**config.mk**
```make
export PLATFORM = sky130hd
export DESIGN_NAME = cic_tdm_sched
export DESIGN_NICKNAME = d
export VERILOG_FILES = /design/src/rtl/cic_tdm_sched.sv
export SDC_FILE = /design/constraint.sdc
export NUM_CORES = 1
export LEC_CHECK = 0
export ABC_CLOCK_PERIOD_IN_PS = 5700
export CAP_MARGIN = 20
export CORE_ASPECT_RATIO = 1.5
export CORE_MARGIN = 4
export CORE_UTILIZATION = 40
export CTS_BUF_LIST = sky130_fd_sc_hd__clkbuf_4
export DETAILED_ROUTE_END_ITERATION = 7
export PLACE_DENSITY = 0.67
export REMOVE_ABC_BUFFERS = 1
export SETUP_SLACK_MARGIN = 0.1
export SLEW_MARGIN = 20
export SYNTH_ARGS = -nofsm -noshare
export SYNTH_HDL_FRONTEND = slang
export SYNTH_SLANG_ARGS = --single-unit
```
**constraint.sdc**
```tcl
create_clock -name clk -period 5.7 [get_ports clk]
set_input_delay 1.14 -clock clk [delete_from_list [all_inputs] [get_ports clk]]
set_output_delay 1.14 -clock clk [all_outputs]
set_load 0.1 [all_outputs]
```
**src/rtl/cic_tdm_sched.sv**
```systemverilog
// cic_tdm_sched: round-robin TDM integrate-and-dump (single-stage CIC) decimator.
// CH input channels share one adder. Each channel keeps its own partial sum and
// phase count. Each finished sum goes to a single-entry valid/ready output register.
module cic_tdm_sched #(
  parameter int CH   = 4,
  parameter int DW   = 10,
  parameter int DECW = 4,
  parameter int OW   = DW + DECW
) (
  input  logic                   clk,
  input  logic                   rst,
  input  logic                   cfg_we,
  input  logic [DECW-1:0]        cfg_dec,
  output logic                   cfg_err,
  output logic [DECW-1:0]        dec_cur,
  output logic                   busy,
  input  logic [CH-1:0]          din_valid,
  input  logic [CH*DW-1:0]       din,
  output logic [CH-1:0]          din_ready,
  output logic                   dout_valid,
  output logic [OW-1:0]          dout,
  output logic [$clog2(CH)-1:0]  dout_ch,
  input  logic                   dout_ready
);

  localparam int CW = $clog2(CH);

  logic signed [OW-1:0] acc_q [CH];
  logic signed [OW-1:0] acc_d [CH];
  logic [DECW-1:0]      cnt_q [CH];
  logic [DECW-1:0]      cnt_d [CH];
  logic [CW-1:0]        ptr_q, ptr_d;
  logic signed [OW-1:0] dout_q, dout_d;
  logic [CW-1:0]        dout_ch_q, dout_ch_d;
  logic                 dout_valid_q, dout_valid_d;
  logic [DECW-1:0]      dec_cur_q, dec_cur_d;
  logic                 cfg_err_q, cfg_err_d;

  logic                 can_go;
  logic                 gnt_found;
  logic [CW-1:0]        gnt;
  logic                 xfer;
  logic                 dump;
  logic                 busy_w;
  logic                 cfg_ok;
  logic [DW-1:0]        samp;
  logic signed [OW-1:0] sext;

  // Round-robin grant: first valid channel searching upward from ptr+1 with wrap.
  // Grant is suppressed while reset is held so din_ready reads zero during reset.
  always_comb begin
    can_go    = (!dout_valid_q || dout_ready) && !rst;
    gnt_found = 1'b0;
    gnt       = ptr_q;
    for (int unsigned i = 1; i <= CH; i++) begin
      if (!gnt_found && din_valid[ptr_q + CW'(i)]) begin
        gnt_found = 1'b1;
        gnt       = ptr_q + CW'(i);
      end
    end
    xfer      = gnt_found && can_go;
    din_ready = '0;
    if (xfer) din_ready[gnt] = 1'b1;
  end

  // Accumulator update, dump into output register, and config acceptance.
  always_comb begin
    samp   = din[int'(gnt)*DW +: DW];
    sext   = {{(OW-DW){samp[DW-1]}}, samp};
    dump   = xfer && (cnt_q[gnt] == dec_cur_q - DECW'(1));
    busy_w = dout_valid_q;
    for (int unsigned k = 0; k < CH; k++) begin
      if (cnt_q[k] != '0) busy_w = 1'b1;
    end

    acc_d        = acc_q;
    cnt_d        = cnt_q;
    ptr_d        = ptr_q;
    dout_d       = dout_q;
    dout_ch_d    = dout_ch_q;
    dout_valid_d = dout_valid_q && !dout_ready;
    if (xfer) begin
      ptr_d = gnt;
      if (dump) begin
        dout_d       = acc_q[gnt] + sext;
        dout_ch_d    = gnt;
        dout_valid_d = 1'b1;
        acc_d[gnt]   = '0;
        cnt_d[gnt]   = '0;
      end else begin
        acc_d[gnt] = acc_q[gnt] + sext;
        cnt_d[gnt] = cnt_q[gnt] + DECW'(1);
      end
    end

    cfg_ok    = cfg_we && !busy_w && !xfer;
    cfg_err_d = cfg_we && !cfg_ok;
    dec_cur_d = dec_cur_q;
    if (cfg_ok) dec_cur_d = (cfg_dec == '0) ? DECW'(1) : cfg_dec;
  end

  // State registers with asynchronous reset.
  always_ff @(posedge clk or posedge rst) begin
    if (rst) begin
      acc_q        <= '{default: '0};
      cnt_q        <= '{default: '0};
      ptr_q        <= CW'(CH - 1);
      dout_q       <= '0;
      dout_ch_q    <= '0;
      dout_valid_q <= 1'b0;
      dec_cur_q    <= DECW'(5);
      cfg_err_q    <= 1'b0;
    end else begin
      acc_q        <= acc_d;
      cnt_q        <= cnt_d;
      ptr_q        <= ptr_d;
      dout_q       <= dout_d;
      dout_ch_q    <= dout_ch_d;
      dout_valid_q <= dout_valid_d;
      dec_cur_q    <= dec_cur_d;
      cfg_err_q    <= cfg_err_d;
    end
  end

  assign cfg_err    = cfg_err_q;
  assign dec_cur    = dec_cur_q;
  assign busy       = busy_w;
  assign dout_valid = dout_valid_q;
  assign dout       = dout_q;
  assign dout_ch    = dout_ch_q;

endmodule

```
Word level (Yosys, flattened, before mapping)
Cells that the tools add are included.

Memories kept: 0. Bits in registers: 96. Output and inout bits: 27. Memory bits (writable): 0. Bits in read-only memories: 0. Word-level logic and storage cells: 104. Latch bits: 0. Input port bits: 52.

Multipliers: 1. Bitwise gates (word level): 5. Reductions and logical operators: 28. Divide/modulo/power cells: 0. $lt $le $gt $ge: 8. Equality and inequality tests: 1. Shifts and indexed selects: 1. Add/sub/neg operators: 6. Muxes and demuxes: 40.

Operator list (count): $and A56 B56 Y56 (1); $bwmux W56 (1); $mux W56 (1); $not A56 Y56 (1); $mux W14 (3); $shiftx A40 B7 Y10 (1); $bmux W14 S2 (1); $demux W14 S2 (1); $mux W4 (5); $and A16 B16 Y16 (1); $bwmux W16 (1); $mux W16 (1); $not A16 Y16 (1); $reduce_bool A4 Y1 (4); $lt A2 B3 Y1 const B (5); $mux W1 (15); $add A14 B10 Y14 (1); $logic_and A1 B1 Y1 (12); $logic_not A1 Y1 (9); $bmux W1 S2 (4); $bmux W4 S2 (1); $demux W4 S2 (1); $mux W2 (4); $mul A2 B3 Y5 const B (1); other kinds (13) (14).

Depth between registers and ports, before layout
Depth in word-level cells: 21. Depth in mapped cells: 18. Mapped depth without buffers: 16.

Worst setup path before layout
Ideal clock, no wire load.

Kind: input -> register. From: input port din_valid[1]. To: register dout_q[12], in the netlist dout[12]. Data arrival time: 4.501 ns. Required time: 5.560 ns. Buffers on the path: 2. Library setup time: 0.140 ns. Stages on the path: 17. Path slack: 1.059 ns. Path through: or3b_1 > o31a_1 > nand2_4 > clkbuf_1 > clkbuf_1 > nand2_1 > and3_1 > a31oi_1 > ha_1 > a21oi_1 > o21ai_0 > nand2b_1 > a221o_1 > a21o_1 > a21oi_1 > xor2_1 > mux2i_1.

Word-level cells in the longest chain between the ends: 19. Elaborated cells between the ends (all ways): 36. Classes of those cells: add/sub: 1; mul: 1; eq/ne: 1; shift: 1; mux: 22; bitwise: 1; reduce/logical: 9.

Ends and longest elaborated chain: start, declared (RTL line 17) `input logic [CH-1:0] din_valid,`; branches (longest 19 deep; another with $bmux W1 S2); end signal, assigned (RTL line 117) `dout_q <= dout_d;`; end, declared (RTL line 33) `logic signed [OW-1:0] dout_q, dout_d;`.

Several ways; the timed one is not identified. The select of a mux whose other input is x is not followed. A chain may end at the register's enable or synchronous reset.

Final worst setup path
From: input port din_valid[3]. To: register acc_q[12] (netlist bit).

Word-level cells in the longest chain between the ends: 20. Elaborated cells between the ends (all ways): 44. Classes of those cells: add/sub: 1; mul: 1; order compare: 2; eq/ne: 1; shift: 1; mux: 26; bitwise: 3; reduce/logical: 9.

Ends and longest elaborated chain: branches (longest 20 deep; another with $bmux W1 S2); end signal, assigned (RTL line 105) `acc_q <= '{default: '0};`; end signal, assigned (RTL line 114) `acc_q <= acc_d;`; end, declared (RTL line 28) `logic signed [OW-1:0] acc_q [CH];`.

Several ways; the timed one is not identified. The select of a mux whose other input is x is not followed.

==> run metrics <==
Synth async-reset ratio=100%; detailed router's first-iteration violation count=267; Slew headroom=34.2%; Worst Setup Start Kind=primary input; Die Y=152 um; Layout Nets=750; gr usage total=18.1%; total congestion overflow=0; crit path DAT=5.41 ns; crit-path max cell delay=0.57 ns; max-slew violations=0; register clock-pin slew on the reported worst setup and hold paths=0.14 ns; Worst Hold Class=flop to flop; Worst-Margin Slew=0.985 ns; Most common cell on crit path=nand2_1; RSZ-0062 raised after global routing=false; Crit. End Element=flop; Sinks on Clock Net=96; drt pass-1 iters=5; die area=15900 um^2; # Post-CTS Setup Buffers=0; Hold Fails Final Rpt=0; P&R area growth vs syn=20.5%; synthesized netlist cell count=615; Final setup viols=0; Initial Utilization=41.1%; DR top layer=met4; part of the Yosys area used for sequential elements=43.3%; WL met2=7450 um; Worst EP required=6.03 ns; Worst Clk Skew=0.0113 ns; # hold bufs at CTS=0; MaxCap Viol Count=0; post-CTS sizing=0; Crit-path slowest cell=clkdlybuf4s50_1; flops & latches, synth=96; H-Tree Depth=3; Period Utilization, post-route=89.0%; Vias/cell=5.65; met1 WL=5750 um; first-pass GRT wire length=23700 um; Port Buffers=78; hpwl dp=9970 um; Synth Cell Area=5560 um^2; clk buf depth=2; Ports=79; post-layout min period=5.07 ns; WS Path Type=primary input to flop; share of layout cells above drive strength 1=8.60%; gpl congestion=0.886; Top Family by Delay on Critical Path=compound AO/OA/AOI/OAI gates; FMAX=0.197 GHz; Main synth FF type=dfrtp_1; routed length on met3=628 um; DRT antenna net count=0; worst-path cell chain=clkdlybuf4s50_1 > nor3_1 > a21oi_1 > nand2_1 > buf_4 > nand2_1 > and3_1 > a31oi_1 > ha_1 > nand2_1 > o21ai_0 > nand2b_1 > a221o_1 > a21o_1 > a21oi_1 > xor2_1 > o31ai_1; EDFF count, synth=0; largest net degree at the start of global routing=56; initial antenna violation count=1; core area=13500 um^2; worst-path maximum fanout=35; drt total wl=14100 um; die width=104 um; Post-Synthesis Mean Instance Area=9.03 um^2; Worst Path Buf+Inv=2; worst-skew pair later-pin latency=0.46 ns; drc violations=0; CTS tree=built; Netlist cell types=62; root buf cell=clkbuf_4; total number of vias=4793; warnings from Yosys=0; status=finished, final reports clean; post-route setup TNS=0 ns; total CTS buffers=9; wire per inst=16.7 um; Placement Rows=52; vias in the first global route=4869
[metal layers]
layer | global-route usage [%] | up-vias
met5 | 0 | -
met4 | 6.84 | 0
met3 | 2.67 | 23
met2 | 33.1 | 120
met1 | 21.1 | 2346
li1 | - | 2304
[metrics by stage]
step	std cells	hold WS [ns]	cell area (um^2)	utilization, %	setup slack, ns
finish	849	0.493	6700	49.5	0.628
global route	849	0.511	6700	49.5	0.351
CTS	848	0.497	6690	49.5	0.667
detailed placement	833	0.466	6520	48.2	0.195
global placement	833	0.454	6520	48.2	0.337
floorplan	576	0.443	5350	-	0.449
[layout by cell type, fill, tap and decap left out, types with 16 or more instances in the layout]
cell	netlist	final
and3_1	22	22
clkdlybuf4s50_1	0	74
nand2_1	180	180
dfrtp_1	92	92
buf_4	4	16
inv_1	22	21
o31ai_1	56	56
a31oi_1	23	23
[Yosys cell counts (2+ instances only)]
master	n	area share, %
a31oi_1	23	2.6
a211oi_1	3	0.41
o21ai_0	12	1.1
nor4_1	3	0.34
and3_1	22	2.5
a21o_1	7	0.95
dfstp_2	4	1.9
buf_4	4	0.54
nand2_1	180	12
nand4_1	2	0.23
ha_1	15	3.4
o21a_1	4	0.54
nand2b_1	5	0.56
nor2_1	6	0.41
a21oi_1	15	1.4
nand3_1	8	0.72
o21ai_1	11	0.99
nor3_1	5	0.45
buf_1	2	0.14
and2_1	2	0.23
buf_2	6	0.54
a32oi_1	3	0.47
mux2_2	2	0.41
inv_1	22	1.5
o211ai_1	2	0.27
nor2b_1	4	0.45
dfrtp_1	92	41
or2_2	2	0.23
mux2_1	3	0.61
xor2_1	10	1.6
o22ai_1	2	0.23
clkbuf_1	24	1.6
xnor2_1	10	1.6
mux4_2	3	1.2
mux2i_1	15	2.7
o31ai_1	56	7.6
[worst register-to-register path, delay by kind of cell, from the launching register on]
family                   cells  cell delay [ns]
AO/OA/AOI/OAI                8             1.39
XOR/XNOR                     1             0.36
adder cells (fa/ha/maj)      1             0.36
buffers and inverters        1             0.40
flip-flops                   1             0.73
multiplexers                 1             0.32
AND/OR/NAND/NOR              3             0.70
[final cells by class]
| class | count | area [um^2] |
|---|---|---|
| antenna | 1 | 2.50 |
| clock buffer | 11 | 82.6 |
| clock inverter | 4 | 93.8 |
| fill | 1283 | 6840 |
| inverter | 23 | 87.6 |
| multi-input combinational | 457 | 2860 |
| sequential | 96 | 2410 |
| tap | 162 | 203 |
| timing repair buffer | 95 | 961 |
[kinds of logic (layout without fill, tap and decap cells)]
group	count (synthesis)	after routing	share of synthesized area, %
xor gates and xnor gates	20	20	3.15
and+or+nand+nor	245	245	19.1
AOI/OAI and AO/OA	151	151	19.9
other	0	1	0
adders and majority gates	16	16	3.74
buffers and inverters	62	133	5.23
muxes	25	25	5.59
DFF	96	96	43.3
[registers in the layout (all words and copies together), names as in the netlist]
name and count:
cfg_err 1, cnt_q 16, dout 14, ptr_q 2, dout_ch 2, dout_valid 1
dec_cur 4, acc_q 56
[path summary, 6_finish.rpt]
| path | end | from | cells after the start | slack [ns] |
|---|---|---|---|---|
| hold / removal | acc_q[51] | acc_q[51] | 2 | 0.49 |
| min in group asynchronous | cnt_q[12] | rst | 2 | 1.13 |
| setup / recovery | acc_q[12] | din_valid[3] | 17 | 0.63 |
| max in group asynchronous | acc_q[19] | rst | 3 | 3.42 |
| hold reg to reg | acc_q[51] | acc_q[51] | 2 | 0.49 |
| setup reg to reg | acc_q[12] | ptr_q[1] | 15 | 1.32 |
Power is not shown: default switching activity piles up to over one toggle a cycle in this logic, so the estimate is an artifact.
